$ cat src/rtl/fft_radix2_stream.sv
// Streaming radix-2 DIT FFT, N = 2**LOG2_POINTS points, one butterfly per cycle.
// Frames are loaded in bit-reversed order, transformed in place, then
// unloaded in natural order under sink backpressure.
//
// Ports:
//   i_clk, i_rst          clock, synchronous active-high reset
//   i_scale               per-stage /2 enable, captured with sample 0 of a frame
//   i_in_valid/o_in_ready input handshake, i_in_re/i_in_im complex sample
//   o_out_valid/i_out_ready output handshake, o_out_re/o_out_im bin X[k]
//   o_out_index           bin index k, o_out_last marks bin N-1
//   o_busy                high while computing or unloading
//   o_FFT_cycle_done      one-cycle pulse after the last bin is accepted
module fft_radix2_stream #(
  parameter int WORD_SIZE   = 16,
  parameter int FRACTION    = 8,
  parameter int LOG2_POINTS = 4
) (
  input  logic                   i_clk,
  input  logic                   i_rst,
  input  logic                   i_scale,
  input  logic                   i_in_valid,
  output logic                   o_in_ready,
  input  logic [WORD_SIZE-1:0]   i_in_re,
  input  logic [WORD_SIZE-1:0]   i_in_im,
  output logic                   o_out_valid,
  input  logic                   i_out_ready,
  output logic [WORD_SIZE-1:0]   o_out_re,
  output logic [WORD_SIZE-1:0]   o_out_im,
  output logic [LOG2_POINTS-1:0] o_out_index,
  output logic                   o_out_last,
  output logic                   o_busy,
  output logic                   o_FFT_cycle_done
);

  localparam int N    = 1 << LOG2_POINTS;
  localparam int HALF = N / 2;
  localparam int LW   = LOG2_POINTS;
  localparam int KW   = LOG2_POINTS - 1;
  localparam int SW   = $clog2(LOG2_POINTS);
  localparam int PW   = 2 * WORD_SIZE;
  localparam logic [SW-1:0] LAST_STAGE = SW'(LOG2_POINTS - 1);
  localparam logic [LW-1:0] LAST_IDX   = LW'(N - 1);
  localparam real PI  = 3.14159265358979323846;
  localparam real ONE = 2.0 ** FRACTION;

  typedef logic signed [WORD_SIZE-1:0] word_t;
  typedef logic signed [PW-1:0]        prod_t;
  typedef enum logic [1:0] {S_LOAD = 2'd0, S_COMPUTE = 2'd1, S_UNLOAD = 2'd2} state_t;

  state_t        r_state, w_state_nxt;
  word_t         r_re [N];
  word_t         r_im [N];
  logic [LW-1:0] r_cnt;    // load sample counter, then unload bin index
  logic [KW-1:0] r_bfly;
  logic [SW-1:0] r_stage;
  logic          r_scale;
  logic          r_done;

  word_t         w_tw_re [HALF];
  word_t         w_tw_im [HALF];
  logic [LW-1:0] w_a, w_b;
  logic [KW-1:0] w_k;
  word_t         w_ar, w_ai, w_br, w_bi, w_tr, w_ti;
  word_t         w_na_re, w_na_im, w_nb_re, w_nb_im;

  // W_k = cos(2*pi*k/N) - j*sin(2*pi*k/N), rounded to nearest in Q(FRACTION)
  for (genvar k = 0; k < HALF; k++) begin : g_twiddle
    localparam real ANG = 2.0 * PI * real'(k) / real'(N);
    assign w_tw_re[k] = word_t'($rtoi($floor($cos(ANG) * ONE + 0.5)));
    assign w_tw_im[k] = word_t'($rtoi($floor(-$sin(ANG) * ONE + 0.5)));
  end

  function automatic logic [LW-1:0] bitrev(input logic [LW-1:0] v);
    for (int unsigned i = 0; i < LW; i++) bitrev[i] = v[LW-1-i];
  endfunction

  // Rounded Q(FRACTION) product, wrapped to the data width
  function automatic word_t rmul(input word_t x, input word_t y);
    prod_t p;
    p = prod_t'(x) * prod_t'(y) + prod_t'(1 <<< (FRACTION - 1));
    return word_t'(p >>> FRACTION);
  endfunction

  always_comb begin
    int unsigned v_j, v_s, v_pos, v_a;
    v_j   = 32'(r_bfly);
    v_s   = 32'(r_stage);
    v_pos = v_j & ((32'd1 << v_s) - 32'd1);
    v_a   = ((v_j >> v_s) << (v_s + 32'd1)) | v_pos;
    w_a   = LW'(v_a);
    w_b   = LW'(v_a | (32'd1 << v_s));
    w_k   = KW'(v_pos << (32'(LOG2_POINTS) - 32'd1 - v_s));

    w_ar = r_re[w_a];
    w_ai = r_im[w_a];
    w_br = r_re[w_b];
    w_bi = r_im[w_b];
    w_tr = rmul(w_tw_re[w_k], w_br) - rmul(w_tw_im[w_k], w_bi);
    w_ti = rmul(w_tw_re[w_k], w_bi) + rmul(w_tw_im[w_k], w_br);

    // sums wrap at the data width first, scaling shifts the wrapped result
    w_na_re = w_ar + w_tr;
    w_na_im = w_ai + w_ti;
    w_nb_re = w_ar - w_tr;
    w_nb_im = w_ai - w_ti;
    if (r_scale) begin
      w_na_re = w_na_re >>> 1;
      w_na_im = w_na_im >>> 1;
      w_nb_re = w_nb_re >>> 1;
      w_nb_im = w_nb_im >>> 1;
    end
  end

  always_comb begin
    w_state_nxt = r_state;
    case (r_state)
      S_LOAD:    if (i_in_valid && r_cnt == LAST_IDX) w_state_nxt = S_COMPUTE;
      S_COMPUTE: if (r_stage == LAST_STAGE && &r_bfly) w_state_nxt = S_UNLOAD;
      S_UNLOAD:  if (i_out_ready && r_cnt == LAST_IDX) w_state_nxt = S_LOAD;
      default:   w_state_nxt = S_LOAD;
    endcase
  end

  always_ff @(posedge i_clk) begin
    if (i_rst) begin
      r_state <= S_LOAD;
      r_cnt   <= '0;
      r_bfly  <= '0;
      r_stage <= '0;
      r_scale <= 1'b0;
      r_done  <= 1'b0;
    end else begin
      r_state <= w_state_nxt;
      r_done  <= 1'b0;
      case (r_state)
        S_LOAD: if (i_in_valid) begin
          if (r_cnt == '0) r_scale <= i_scale;
          r_cnt <= r_cnt + 1'b1;
        end
        S_COMPUTE: begin
          r_bfly <= r_bfly + 1'b1;
          if (&r_bfly) r_stage <= (r_stage == LAST_STAGE) ? '0 : r_stage + 1'b1;
        end
        S_UNLOAD: if (i_out_ready) begin
          r_cnt <= r_cnt + 1'b1;
          if (r_cnt == LAST_IDX) r_done <= 1'b1;
        end
        default: ;
      endcase
    end
  end

  // sample storage carries no reset; a discarded frame is simply overwritten
  always_ff @(posedge i_clk) begin
    if (!i_rst) begin
      if (r_state == S_LOAD && i_in_valid) begin
        r_re[bitrev(r_cnt)] <= i_in_re;
        r_im[bitrev(r_cnt)] <= i_in_im;
      end else if (r_state == S_COMPUTE) begin
        r_re[w_a] <= w_na_re;
        r_im[w_a] <= w_na_im;
        r_re[w_b] <= w_nb_re;
        r_im[w_b] <= w_nb_im;
      end
    end
  end

  assign o_in_ready       = (r_state == S_LOAD) && !i_rst;
  assign o_out_valid      = (r_state == S_UNLOAD);
  assign o_busy           = (r_state != S_LOAD);
  assign o_out_index      = (r_state == S_UNLOAD) ? r_cnt : '0;
  assign o_out_last       = (r_state == S_UNLOAD) && (r_cnt == LAST_IDX);
  assign o_out_re         = r_re[r_cnt];
  assign o_out_im         = r_im[r_cnt];
  assign o_FFT_cycle_done = r_done;

endmodule
$ cat config.mk
export PLATFORM = sky130hd
export DESIGN_NAME = fft_radix2_stream
export DESIGN_NICKNAME = d
export VERILOG_FILES = /design/src/rtl/fft_radix2_stream.sv
export SDC_FILE = /design/constraint.sdc
export NUM_CORES = 2
export LEC_CHECK = 0
export CAP_MARGIN = 5
export CORE_ASPECT_RATIO = 1.25
export CORE_UTILIZATION = 50
export CTS_CLUSTER_SIZE = 14
export DETAILED_ROUTE_END_ITERATION = 8
export PLACE_DENSITY = 0.65
export RECOVER_POWER = 50
export SYNTH_ARGS = -nofsm -noshare
export SYNTH_HDL_FRONTEND = slang
export SYNTH_SLANG_ARGS = --single-unit
export TNS_END_PERCENT = 30
$ cat constraint.sdc
create_clock -name i_clk -period 33.8 [get_ports i_clk]
set_input_delay 3.38 -clock i_clk [delete_from_list [all_inputs] [get_ports i_clk]]
set_output_delay 3.38 -clock i_clk [all_outputs]
set_load 0.1 [all_outputs]
# After elaboration in Yosys (flattened, before gate mapping)
# Memory sizes are Yosys's and may differ from the RTL's. A register that Yosys moved wholly into a read port is not among the register bits.
# Cells that the tools add are included.
# classes
n_mux	35
n_lt_le_gt_ge	1
eq_ne	9
bitwise	6
n_addsub	16
shifts	4
n_reduce_logical	19
multipliers	4
# ops
op	n
$add 24x9->24 const B	4
$mul 16x16->24	4
$mux 16	6
$mux 15	4
$add 16x16->16	3
$sub 16x16->16	3
$mux 4	9
$and 3x32->32	1
$reduce_or 16->1	2
$shl 1x2->32 const A	1
$shl 32x3->4	1
$shl 32x32->3	1
$shr 3x2->32	1
$sub 32x1->32 const B	1
$reduce_and 3->1	4
$mux 1	10
$mux 2	4
$or 4x4->4	2
$pmux 4 s2	1
$logic_and 1x1->1	6
$ne 2x2->1 const B	3
$pmux 2 s3	1
$add 4x1->4 const B	1
$eq 2x2->1 const B	2
other kinds (16)	19
# word_totals
n_memories	4
regBits	13
mem_bits_ro	256
elab_cells	104
mem_bits_rw	512
# mem_list
memory	words	width	rd	rd_clocked_by_memory_dff	wr	line_no	text
r_im	16	16	3	1	2	52	word_t r_im [N];
r_re	16	16	3	1	2	51	word_t r_re [N];
(name not given)	8	16	1	0	0	99	w_ti = rmul(w_tw_re[w_k], w_bi) + rmul(w_tw_im[w_k], w_br);
(name not given)	8	16	1	0	0	99	

# Depth between registers and ports, before layout
# logic_depth
word_depth	14
ltp_mapped	65

# Worst setup path before layout
# No wires, ideal clock.
# synth_path
path_type	reg-to-reg
start	register r_stage[0]
end	memory r_re[10][14] (netlist bit) (data pin)
synth_period_minus_slack_ns	12.231
setup_time_ns	0.268
arrival_time_ns	11.962
path_slack_ns	21.569
stages_incl_launch_ff	59
path_cell_list	dfxtp_1 -> buf_2 -> inv_1 -> ha_1 -> buf_2 -> nor4b_4 -> a21o_1 -> buf_4 -> buf_6 -> buf_6 -> buf_2 -> buf_2 -> clkbuf_1 -> clkbuf_1 -> buf_1 -> nand2_1 -> nand3_1 -> nand3_1 -> [23 not listed] -> a21o_1 -> a21o_1 -> a21oi_1 -> o21bai_1 -> a21oi_1 -> o21bai_1 -> a21o_1 -> a21o_1 -> xor2_1 -> ha_1 -> a21o_1 -> a31o_2 -> a21o_1 -> a21oi_1 -> xnor2_2 -> a211oi_4 -> buf_6 -> o31ai_1
# synth_rtl
element	line_no	text
start: declaration	55	logic [SW-1:0] r_stage;
start signal: assignment	142	if (&r_bfly) r_stage <= (r_stage == LAST_STAGE) ? '0 : r_stage + 1'b1;
end: declaration	51	

==> metrics.md <==
| Metric | Value |
|---|---|
| RSZ-0062 raised after global routing | false |
| Area Overhead vs Synth | 6.685% |
| P_leak | 31.56 nW |
| Max FO, Critical Path | 73 |
| Clk pin slew, worst setup/hold paths | 0.06 ns |
| Final Cycle Share | 46.44% |
| Worst-Skew Late Latency | 0.66 ns |
| Failing checks | capacitance limit, slew limit |
| Multi-input gate area | 43,420 sq um |
| Core box area | 127,000 sq um |
| Total CTS buffers | 53 |
| Cells after synthesis | 7,221 |
| Slowest stage delay, CP | 1.18 ns |
| Worst min-delay path class | register to register |
| Layout Nets | 8,073 |
| Initial antenna violation count | 2 |
| Mean Syn Cell Area | 8.886 sq um |
| # setup viols final | 0 |
| # H-tree levels | 2 |
| Starting density of the core | 50.54% |
| DIE WIDTH | 322.4 um |
| Share of cells above drive strength 1 | 6.782% |
| Clock Tree Buf Depth | 3 |
| Fill count | 11,520 |
| Final Util | 53.92% |
| Clock Skews | 0.03749 ns |
| Max-slew violations | 805 |
| CTS tree | done |
| CP endpoint kind | register |
| Final hold vios | 0 |
| Die Ht | 402.5 um |
| Worst-margin pin slew | 5.352 ns |
| Routed wire length per instance | 26.86 um |
| Mapped cell area | 64,160 sq um |
| PwrDens | 23.41 nW/um^2 |
| Clk sinks | 529 |
| Post-synth EDFFs | 512 |
| Clk root buf | clkbuf_16 |
| CP required | 34.07 ns |
| Max Fclk | 63.70 MHz |
| Synth Warn # | 0 |
| CTS-repair resized insts | 0 |
| Rel. slew slack | -260.5% |
| WP data arrival | 15.97 ns |
| MaxCap Viol Count | 33 |
| Critical path class | register to register |
| Worst Hold Depth | 1 |
| # rows | 146 |
| Vias in the first global route | 54,930 |
| Fin crit period | 15.70 ns |
| Largest net degree at the start of global routing | 144 |
| GPL Wtd Cong | 1.017 |
| Remaining DRCs | 0 |
| Mapped Nets | 8,258 |
| Hpwl dp | 161,800 um |
| GRT Overall Usage | 36.45% |
| TritonRoute pass-1 iters | 6 |
| Yosys cell types | 86 |
| Area of the die | 129,800 sq um |
| Worst Setup Start Kind | register |
| Vias per cell | 6.286 |
| # port buffers | 77 |
| First-pass GRT wire length | 348,400 um |
| Setup_tns | 0 ns |
| Io pins | 78 |
| Async set-reset flop share out of synthesis | 0% |
| Synth Flop Type | edfxtp_1 |
| Area occupied by registers | 15,730 sq um |
| Worst Reg-to-Reg Cells | 51 |
| Total chip power | 0.001603 W |
| Vias | 55,220 |
| Yosys reg bits | 529 |
| Sequential-to-total area share from yosys stat | 24.49% |
| CTS hold repair buffers | 0 |
| Initial DRC count | 7,373 |
| Routed wire length | 235,900 um |
| WHS | 0.5111 ns |
| Status | finished with violations |
| VDD IR-drop max | 0.03970 mV |
| Grt total ovfl | 0 |
| Post-CTS Setup Repair Bufs | 0 |
| Post-route ant nets | 0 |
| Slowest CP cell | a21oi_1 |
[layout make-up]
| cell class | instances | area share [%] |
|---|---|---|
| clock inverter | 37 | 0.6105 |
| timing repair buffer | 244 | 2.886 |
| tap | 1702 | 3.111 |
| clock buffer | 60 | 1.976 |
| sequential | 529 | 22.98 |
| antenna | 4 | 0.01462 |
| multi-input combinational | 5298 | 63.43 |
| inverter | 910 | 4.992 |
[per-stage QoR]
step | cell area, sq um | setup slack [ns] | instances
2_1_floorplan | 64160 | 21.57 | 7221
3_3_place_gp | 66850 | 18.64 | 8680
3_5_place_dp | 66850 | 18.34 | 8680
4_1_cts | 68620 | 18.27 | 8777
5_1_grt | 68440 | 17.41 | 8780
6_report | 68450 | 18.10 | 8784
[layout by cell type (no fill, tap or decap), types with 20 or more instances in the layout]
| master | count |
|---|---|
| nand2_1 | 1503 |
| inv_1 | 908 |
| fa_1 | 617 |
| edfxtp_1 | 512 |
| nand3_1 | 506 |
| ha_1 | 383 |
| o21ai_0 | 294 |
| nor2_1 | 275 |
| mux2i_1 | 265 |
| a21oi_1 | 179 |
| and2_1 | 172 |
| mux4_2 | 160 |
| xnor2_1 | 140 |
| buf_4 | 140 |
| a311oi_1 | 113 |
| and3_1 | 93 |
| a31oi_1 | 74 |
| clkdlybuf4s50_1 | 64 |
| clkbuf_16 | 53 |
| xor2_1 | 47 |
| nor3_1 | 47 |
| a21o_1 | 45 |
| nor2b_1 | 44 |
| nand2b_1 | 31 |
| clkbuf_1 | 30 |
| o21bai_1 | 29 |
| o31ai_1 | 24 |
| o21a_1 | 22 |
| o211ai_1 | 20 |
[cell families (layout without fill, tap and decap cells)]
group	count (synthesis)	after routing	synth area share [%]
compound gates	916	916	9.023
fa+ha+maj	1000	1000	26.72
flops	529	529	24.49
xor+xnor	194	194	2.757
mux	430	430	9.838
other cells	0	4	0
buf+inv	1394	1251	8.301
simple gates	2758	2758	18.87
[synthesized netlist by cell type, types with 22 or more instances]
cell / n / area, sq um
fa_1: 617 / 12350
nor3_1: 47 / 235.2
nor2b_1: 45 / 281.5
o21a_1: 22 / 165.2
nand2b_1: 32 / 200.2
o21ai_0: 301 / 1506
a21o_1: 47 / 352.8
a31oi_1: 77 / 481.7
o21bai_1: 29 / 217.7
nor2_1: 290 / 1089
mux4_2: 160 / 3603
buf_2: 24 / 120.1
xnor2_1: 140 / 1226
clkbuf_1: 369 / 1385
ha_1: 383 / 4792
edfxtp_1: 512 / 15370
xor2_1: 48 / 420.4
nand2_1: 1520 / 5705
mux2i_1: 267 / 2673
and3_1: 93 / 581.8
inv_1: 908 / 3408
buf_1: 80 / 300.3
a21oi_1: 183 / 915.9
nand3_1: 506 / 2532
and2_1: 172 / 1076
o31ai_1: 26 / 195.2
a311oi_1: 113 / 989.7
[power breakdown]
part | leakage (nW) | internal [W] | switching, W
Combinational | 26.0 | 0.0000816 | 0.000162
Clock | 0.852 | 0.000350 | 0.000278
Sequential | 4.75 | 0.000724 | 0.00000681
Total | 31.6 | 0.00116 | 0.000447
[state kept, by name (all words and copies together) (netlist names), named ones only]
signal / cells
r_im: 256
r_bfly: 3
o_FFT_cycle_done: 1
r_stage: 2
r_cnt: 4
r_scale: 1
r_re: 256
r_state: 2
[final timing paths]
check	startpoint	end	slack (ns)
max reg2reg	r_stage[0]	r_re[11][12]	18.10
min reg2reg	r_state[1]	r_state[0]	0.51
max	r_stage[0]	r_re[11][12]	18.10
min	r_state[1]	r_state[0]	0.51
[worst max-delay path, delay by kind of cell (launching register included)]
family | cells | cell delay (ns)
and+or+nand+nor | 13 | 2.58
xor gates and xnor gates | 3 | 0.84
buffers and inverters | 7 | 2.69
AOI/OAI and AO/OA | 17 | 4.41
DFF | 1 | 0.30
muxes | 1 | 0.18
adders and majority gates | 10 | 4.11
[layer usage]
layer  up-vias  part of all wire [%]  global-route usage, %
met3       985                    12                  7.934
met1     26670                    34                  44.55
li1      23760                     -                      -
met5         -                0.0081                      0
met2      3798                    45                  56.77
met4         2                   8.6                  26.59
(Power assumes the default switching activity.)
